## src/rtl/data_mem_access_unit.sv

```systemverilog
// Load/store access unit between the CPU and the word-indexed data RAM.
// Handles sub-word loads (with extension), read-modify-write sub-word stores and access errors.
module data_mem_access_unit #(
    parameter int unsigned RAM_WORDS = 32
) (
    input  logic        clk,
    input  logic        rst_n,
    input  logic        req_valid,
    output logic        req_ready,
    input  logic        req_write,
    input  logic [1:0]  req_size,
    input  logic        req_signed,
    input  logic [31:0] req_addr,
    input  logic [31:0] req_wdata,
    output logic        resp_valid,
    output logic [31:0] resp_rdata,
    output logic        resp_err,
    output logic [31:0] ram_address,
    output logic [31:0] ram_writedata,
    input  logic [31:0] ram_readdata,
    output logic        ram_write_en,
    output logic        ram_read_en
);

    typedef enum logic [2:0] {IDLE, RD, WR, RESP, ERR} state_t;

    state_t      state;
    logic        lat_write;
    logic [1:0]  lat_size;
    logic        lat_signed;
    logic [1:0]  lat_lane;
    logic [15:0] lat_wdata;
    logic        acc_err;

    assign acc_err = (req_size == 2'b11)
                   || (req_size == 2'b01 && req_addr[0])
                   || (req_size == 2'b10 && req_addr[1:0] != 2'b00)
                   || ({2'b00, req_addr[31:2]} >= 32'(RAM_WORDS));

    function automatic logic [31:0] extract_load(input logic [31:0] word, input logic [1:0] size,
                                                 input logic sgn, input logic [1:0] lane);
        logic [7:0]  b;
        logic [15:0] h;
        logic [31:0] res;
        b = 8'(word >> {lane, 3'b000});
        h = 16'(word >> {lane[1], 4'b0000});
        case (size)
            2'b00:   res = sgn ? {{24{b[7]}}, b} : {24'h0, b};
            2'b01:   res = sgn ? {{16{h[15]}}, h} : {16'h0, h};
            default: res = word;
        endcase
        return res;
    endfunction

    function automatic logic [31:0] merge_store(input logic [31:0] word, input logic [1:0] size,
                                                input logic [1:0] lane, input logic [15:0] wd);
        logic [31:0] mask;
        logic [31:0] data;
        if (size == 2'b00) begin
            mask = 32'h0000_00FF << {lane, 3'b000};
            data = {24'h0, wd[7:0]} << {lane, 3'b000};
        end else begin
            mask = 32'h0000_FFFF << {lane[1], 4'b0000};
            data = {16'h0, wd} << {lane[1], 4'b0000};
        end
        return (word & ~mask) | data;
    endfunction

    // All outputs are registered and updated on the transition into the state that owns them;
    // the async reset clears the RAM strobes immediately so an interrupted store never lands.
    always_ff @(posedge clk or negedge rst_n) begin
        if (!rst_n) begin
            state         <= IDLE;
            req_ready     <= 1'b1;
            resp_valid    <= 1'b0;
            resp_rdata    <= 32'h0;
            resp_err      <= 1'b0;
            ram_read_en   <= 1'b0;
            ram_write_en  <= 1'b0;
            ram_address   <= 32'h0;
            ram_writedata <= 32'h0;
            lat_write     <= 1'b0;
            lat_size      <= 2'b00;
            lat_signed    <= 1'b0;
            lat_lane      <= 2'b00;
            lat_wdata     <= 16'h0;
        end else begin
            resp_valid   <= 1'b0;
            ram_read_en  <= 1'b0;
            ram_write_en <= 1'b0;
            case (state)
                IDLE: begin
                    if (req_valid) begin
                        req_ready  <= 1'b0;
                        lat_write  <= req_write;
                        lat_size   <= req_size;
                        lat_signed <= req_signed;
                        lat_lane   <= req_addr[1:0];
                        lat_wdata  <= req_wdata[15:0];
                        if (acc_err) begin
                            state      <= ERR;
                            resp_valid <= 1'b1;
                            resp_err   <= 1'b1;
                            resp_rdata <= 32'h0;
                        end else if (req_write && req_size == 2'b10) begin
                            state         <= WR;
                            ram_write_en  <= 1'b1;
                            ram_address   <= {2'b00, req_addr[31:2]};
                            ram_writedata <= req_wdata;
                        end else begin
                            state       <= RD;
                            ram_read_en <= 1'b1;
                            ram_address <= {2'b00, req_addr[31:2]};
                        end
                    end
                end
                RD: begin
                    if (lat_write) begin
                        state         <= WR;
                        ram_write_en  <= 1'b1;
                        ram_writedata <= merge_store(ram_readdata, lat_size, lat_lane, lat_wdata);
                    end else begin
                        state      <= RESP;
                        resp_valid <= 1'b1;
                        resp_err   <= 1'b0;
                        resp_rdata <= extract_load(ram_readdata, lat_size, lat_signed, lat_lane);
                    end
                end
                WR: begin
                    state      <= RESP;
                    resp_valid <= 1'b1;
                    resp_err   <= 1'b0;
                    resp_rdata <= 32'h0;
                end
                default: begin
                    state     <= IDLE;
                    req_ready <= 1'b1;
                end
            endcase
        end
    end

endmodule
```

## config.mk

```make
export PLATFORM = sky130hd
export DESIGN_NAME = data_mem_access_unit
export DESIGN_NICKNAME = d
export VERILOG_FILES = /design/src/rtl/data_mem_access_unit.sv
export SDC_FILE = /design/constraint.sdc
export NUM_CORES = 1
export LEC_CHECK = 0
export ABC_AREA = 1
export CAP_MARGIN = 20
export CORE_MARGIN = 2
export CORE_UTILIZATION = 45
export CTS_BUF_LIST = sky130_fd_sc_hd__clkbuf_8
export CTS_CLUSTER_SIZE = 28
export DETAILED_ROUTE_END_ITERATION = 6
export GPL_ROUTABILITY_DRIVEN = 0
export GPL_TIMING_DRIVEN = 0
export PLACE_DENSITY = 0.86
export SYNTH_ARGS = -nofsm -noshare
export SYNTH_HDL_FRONTEND = slang
export SYNTH_SLANG_ARGS = --single-unit
```

## constraint.sdc

```tcl
create_clock -name clk -period 4.51 [get_ports clk]
set_clock_uncertainty 0.15 [all_clocks]
set_input_delay 0.902 -clock clk [delete_from_list [all_inputs] [get_ports clk]]
set_output_delay 0.902 -clock clk [all_outputs]
set_load 0.01 [all_outputs]
```

# --- Word-level counts from Yosys, hierarchy flattened ---
# Index checks and enable logic that the tools add are counted.
op_classes:
  n_lt_le_gt_ge: 1
  eq_ne: 12
  shifts: 6
  muxes: 42
  bitwise: 5
  n_reduce_logical: 17
ops:
  columns: ["operator", "count"]
  rows:
  - ["$mux 32", 15]
  - ["$pmux 32 s2", 2]
  - ["$pmux 32 s3", 1]
  - ["$and 32x32->32", 1]
  - ["$not 32->32", 1]
  - ["$or 32x32->32", 1]
  - ["$shl 16x5->32", 1]
  - ["$shl 16x5->32 const A", 1]
  - ["$shl 8x5->32", 1]
  - ["$shl 8x5->32 const A", 1]
  - ["$shr 32x5->16", 1]
  - ["$shr 32x5->8", 1]
  - ["$ge 30x6->1 const B", 1]
  - ["$mux 1", 16]
  - ["$ne 2x2->1 const B", 6]
  - ["$pmux 3 s3", 1]
  - ["$mux 3", 2]
  - ["$pmux 1 s3", 2]
  - ["$reduce_and 5->1", 1]
  - ["$eq 2x1->1 const B", 2]
  - ["$eq 2x2->1 const B", 2]
  - ["$pmux 1 s2", 2]
  - ["$reduce_and 2->1", 2]
  - ["$reduce_and 4->1", 1]
  - ["12 further kinds", 18]
word_totals:
  regBits: 124
  inputBits: 103
  output_inout_bits: 101
  elab_cells: 97

# --- Depth between registers and ports, before layout ---
depth:
  depth_word: 9
  ltp_mapped: 11
  mapped_depth_nobuf: 10

# --- Least setup slack after synthesis ---
# Ideal clock, no wire load.
synth_timing:
  path_type: "input to register"
  startpoint: "in req_addr[24]"
  endpoint: "reg ram_writedata[10]"
  setup_ps: 117
  t_arrival_ps: 1851
  t_required_ps: 4243
  slack_ps: 2392
  path_stages: 9
  path_buffers: 1
  cell_sequence: "nor2_1 nand2_1 nor2_1 nand3_2 nand2_2 nand2_2 buf_6 nand2_1 nand2_1"
synth_between:
  elab_chain_cells: 4
synth_lines:
  columns: ["item", "line", "text"]
  rows:
  - ["start, declared", "13", "input logic [31:0] req_addr,"]
  - ["$ge 30x6->1", "38", "|| ({2'b00, req_addr[31:2]} >= 32'(RAM_WORDS));"]
  - ["$logic_or 1x1->1", "38", null]
  - ["$ne 2x2->1 (no line)", null, null]
  - ["$reduce_and 5->1 (no line)", null, null]
  - ["end signal, assigned", "109", "ram_writedata <= req_wdata;"]
  - ["end signal, assigned", "121", "ram_writedata <= merge_store(ram_readdata, lat_size, lat_lane, lat_wdata);"]
  - ["end, declared", "19", "output logic [31:0] ram_writedata,"]
# Every way passes these cells.
# A chain may end at the register's enable or synchronous reset.

# --- Worst setup path after layout ---
layout_timing:
  startpoint: "reg req_ready"
  endpoint: "out req_ready"
layout_rtl:
  columns: ["item", "line", "text"]
  rows:
  - ["start, declared", "9", "output logic req_ready,"]
  - ["start signal, assigned", "74", "req_ready <= 1'b1;"]
  - ["start signal, assigned", "94", "req_ready <= 1'b0;"]
  - ["start signal, assigned", "137", "req_ready <= 1'b1;"]
# No word-level cell between the ends.

==> summary.md <==
| Metric | Value |
|---|---|
| Status | finished, final reports clean |
| Postcts setup bufs | 0 |
| Fin worst setup slack | 1940 ps |
| RSZ-0062 raised after global routing | no |
| Req. time, crit path | 3460 ps |
| Clk_lat worst skew | 450 ps |
| Row count | 44 |
| Synth area leaders | dfrtp_1 47%, nand2_1 23%, nand3_1 7.6% |
| IR drop worst, VDD | 0.0002458 V |
| Sequential Power Share | 31.9% |
| Pin count of the biggest net entering global routing | 81 |
| M3 GR Usage | 6.959% |
| Kind of critical path | reg2out |
| Final Cycle Share | 56.98% |
| Number of synthesized flops with an enable pin | 0 |
| Pre-CTS setup slack | 1685 ps |
| Die area | 0.01558 mm^2 |
| Core area | 0.01437 mm^2 |
| Final WL | 20,990 um |
| Lkg Pwr | 0.004906 uW |
| Sequential fraction of the synthesis area | 47.27% |
| Clock tree sinks | 124 |
| Chip width | 124.8 um |
| Clock power share | 17.8% |
| Number of global-route vias before repair | 6,796 |
| Max-slew violations | 0 |
| Clock Tree Root | clkbuf_8 |
| Critical path, cell by cell | clkdlybuf4s50_1 |
| Mapped Cells | 937 |
| Final Setup Violations | 0 |
| Logic pwr share | 50.4% |
| Yosys warnings | 0 |
| Port bufs | 201 |
| Fill cells | 1,227 |
| Post-synth ARST share | 100.0% |
| Worst slew margin | 63.97% |
| Setup TNS | 0 ps |
| WP buf/inv | 1 |
| Fmax | 389.2 MHz |
| Most common cell after layout, fill and taps aside | nand2_1 |
| Grt peak-use layer | met2 |
| Cell family contributing the most delay on the critical path | buffers and inverters |
| P_int | 2948 uW |
| Commonest non-fill, non-tap cells in the layout | 410 x nand2_1, 200 x clkdlybuf4s50_1, 123 x dfrtp_1 |
| # hold bufs at CTS | 0 |
| Largest area contributor in the netlist | dfrtp_1 |
| Antenna violations before repair | 0 |
| Max Cap Viol | 0 |
| Pwr dens | 570.5 mW/mm^2 |
| GRT Overall Usage | 27.15% |
| Die height | 124.8 um |
| CTS tree | built |
| Sw frac | 43.90% |
| Synth Flop Type | dfrtp_1 |
| Worst-Margin Slew | 540.4 ps |
| Crit. End Element | output pin |
| Post_cts resized | 0 |
| Number of inserted diodes | 0 |
| Drt pass-1 iters | 6 |
| Worst hold-check path type | in2async |
| M2 GR Usage | 44.97% |
| Met1 usage | 33.23% |
| Post-layout min period | 2570 ps |
| WL per Instance | 15.49 um |
| Placed cells | 1,324 |
| Global-route wire length before repair | 33,390 um |
| WP data arrival | 1520 ps |
| Reg clk slew, reported paths | 70 ps |
| ANT nets after route | 0 |
| Post-DP HPWL | 16,230 um |
| Synth Area per Inst | 7.009 um^2 |
| Via density | 5.224 |
| Share of layout cells above drive strength 1 | 7.686% |
| Synth top area share | 46.87% |
| CP max stage cell | clkdlybuf4s50_1 |
| Total grt overflow | 0 |
| DRC | 0 |
| H-tree depth | 4 |
| Yosys reg bits | 124 |
| CP Max Fanout | 2 |
| Mapped cell area | 0.006568 mm^2 |
| Post-synth cell types | 28 |
| Slowest stage delay, CP | 540 ps |
| Clock Path Buffers | 2 |
| Switch Pwr | 2307 uW |
| Ports | 204 |
| Initial DRC Count | 640 |
| Finished Layout Cells | 1,355 |
| Core Util, Final | 64.12% |
| Final Hold Viols | 0 |
| Initial core utilization | 45.71% |
| Via count | 7,078 |
| Startpoint types | flop |
| CTS Buf Count | 17 |
| Area Overhead vs Synth | 40.27% |
| Nets | 1,262 |
[per-layer routing]
metal | routed length [um] | part of all wire [%]
met5 | 0 | 0
met2 | 10050 | 48
met1 | 8073 | 38
met4 | 804 | 3.8
met3 | 2064 | 9.8
[metrics by stage]
stage	hold WS (ps)	power (uW)	area (um^2)
after floorplan	314.5	3217	6571
after global placement	298.8	4199	8813
after detailed placement	302.0	4269	8842
after CTS	215.5	5203	9213
after global routing	239.3	5588	9213
final	213.0	5255	9213
[logic make-up (layout without fill, tap and decap cells)]
family                 Yosys count  in the layout  share of synthesized area (%)
AOI/OAI and AO/OA               57             57                          4.801
buffers and inverters          145            378                          9.354
DFF                            124            124                          47.27
other                            1              2                        0.05710
and+or+nand+nor                610            610                          38.52
[power groups by stage]
| stage | clock (uW) | combinational (uW) | sequential [uW] |
|---|---|---|---|
| after detailed placement | 0 | 2580 | 1680 |
| final | 934 | 2650 | 1670 |
| after CTS | 940 | 2600 | 1670 |
| after global routing | 990 | 2890 | 1710 |
| after floorplan | 0 | 1480 | 1730 |
| after global placement | 0 | 2520 | 1680 |
[area by class of cell]
class / count / area (um^2) / share of cell area, %
multi-input combinational: 669 / 2853 / 30.97
tap: 184 / 230.2 / 2.499
clock buffer: 19 / 261.5 / 2.839
buffer: 44 / 235.2 / 2.553
inverter: 101 / 379.1 / 4.115
clock inverter: 12 / 108.9 / 1.182
timing repair buffer: 202 / 2041 / 22.15
sequential: 124 / 3104 / 33.70
[synthesized netlist by cell type (4+ instances only)]
cell type and instances:
a21oi_1 10, buf_2 20, buf_4 4, buf_6 4, clkbuf_1 16, dfrtp_1 123
inv_1 93, inv_2 8, nand2_1 410, nand2_2 7, nand3_1 100, nand4_1 5
nor2_1 68, o211ai_1 4, o21ai_0 29, o21ai_1 4, o22ai_1 7, or2_2 7
[worst register-to-register path: stages (launching register included)]
cell,delay [ps]
dfrtp_1,450
nor2_2,330
buf_2,280
nand4_1,100
nand3_1,100
nor2_1,40
nor2_1,280
nand3_1,120
nand2_1,80
[path summary, 6_finish.rpt]
check / startpoint / end / slack [ps] / cells after the start
setup / recovery: req_ready$_DFFE_PN1P_ / req_ready / 1940 / 1
hold / removal: rst_n / resp_rdata[14]$_DFFE_PN0P_ / 210 / 1
setup reg to reg: lat_size[1]$_DFFE_PN0P_ / ram_writedata[15]$_DFFE_PN0P_ / 2510 / 8
hold reg to reg: ram_address[9]$_DFFE_PN0P_ / ram_address[9]$_DFFE_PN0P_ / 320 / 2
max in group asynchronous: rst_n / req_ready$_DFFE_PN1P_ / 3250 / 2
min in group clk: ram_address[9]$_DFFE_PN0P_ / ram_address[9]$_DFFE_PN0P_ / 320 / 2
[flip-flops by register name, summed over array words and instances (netlist names)]
name	flops
ram_writedata	32
resp_rdata	32
ram_address	30
lat_wdata	16
state	3
lat_lane	2
lat_size	2
lat_signed	1
lat_write	1
ram_read_en	1
ram_write_en	1
req_ready	1
resp_err	1
resp_valid	1
No activity file was read; power rests on OpenSTA's default activity.
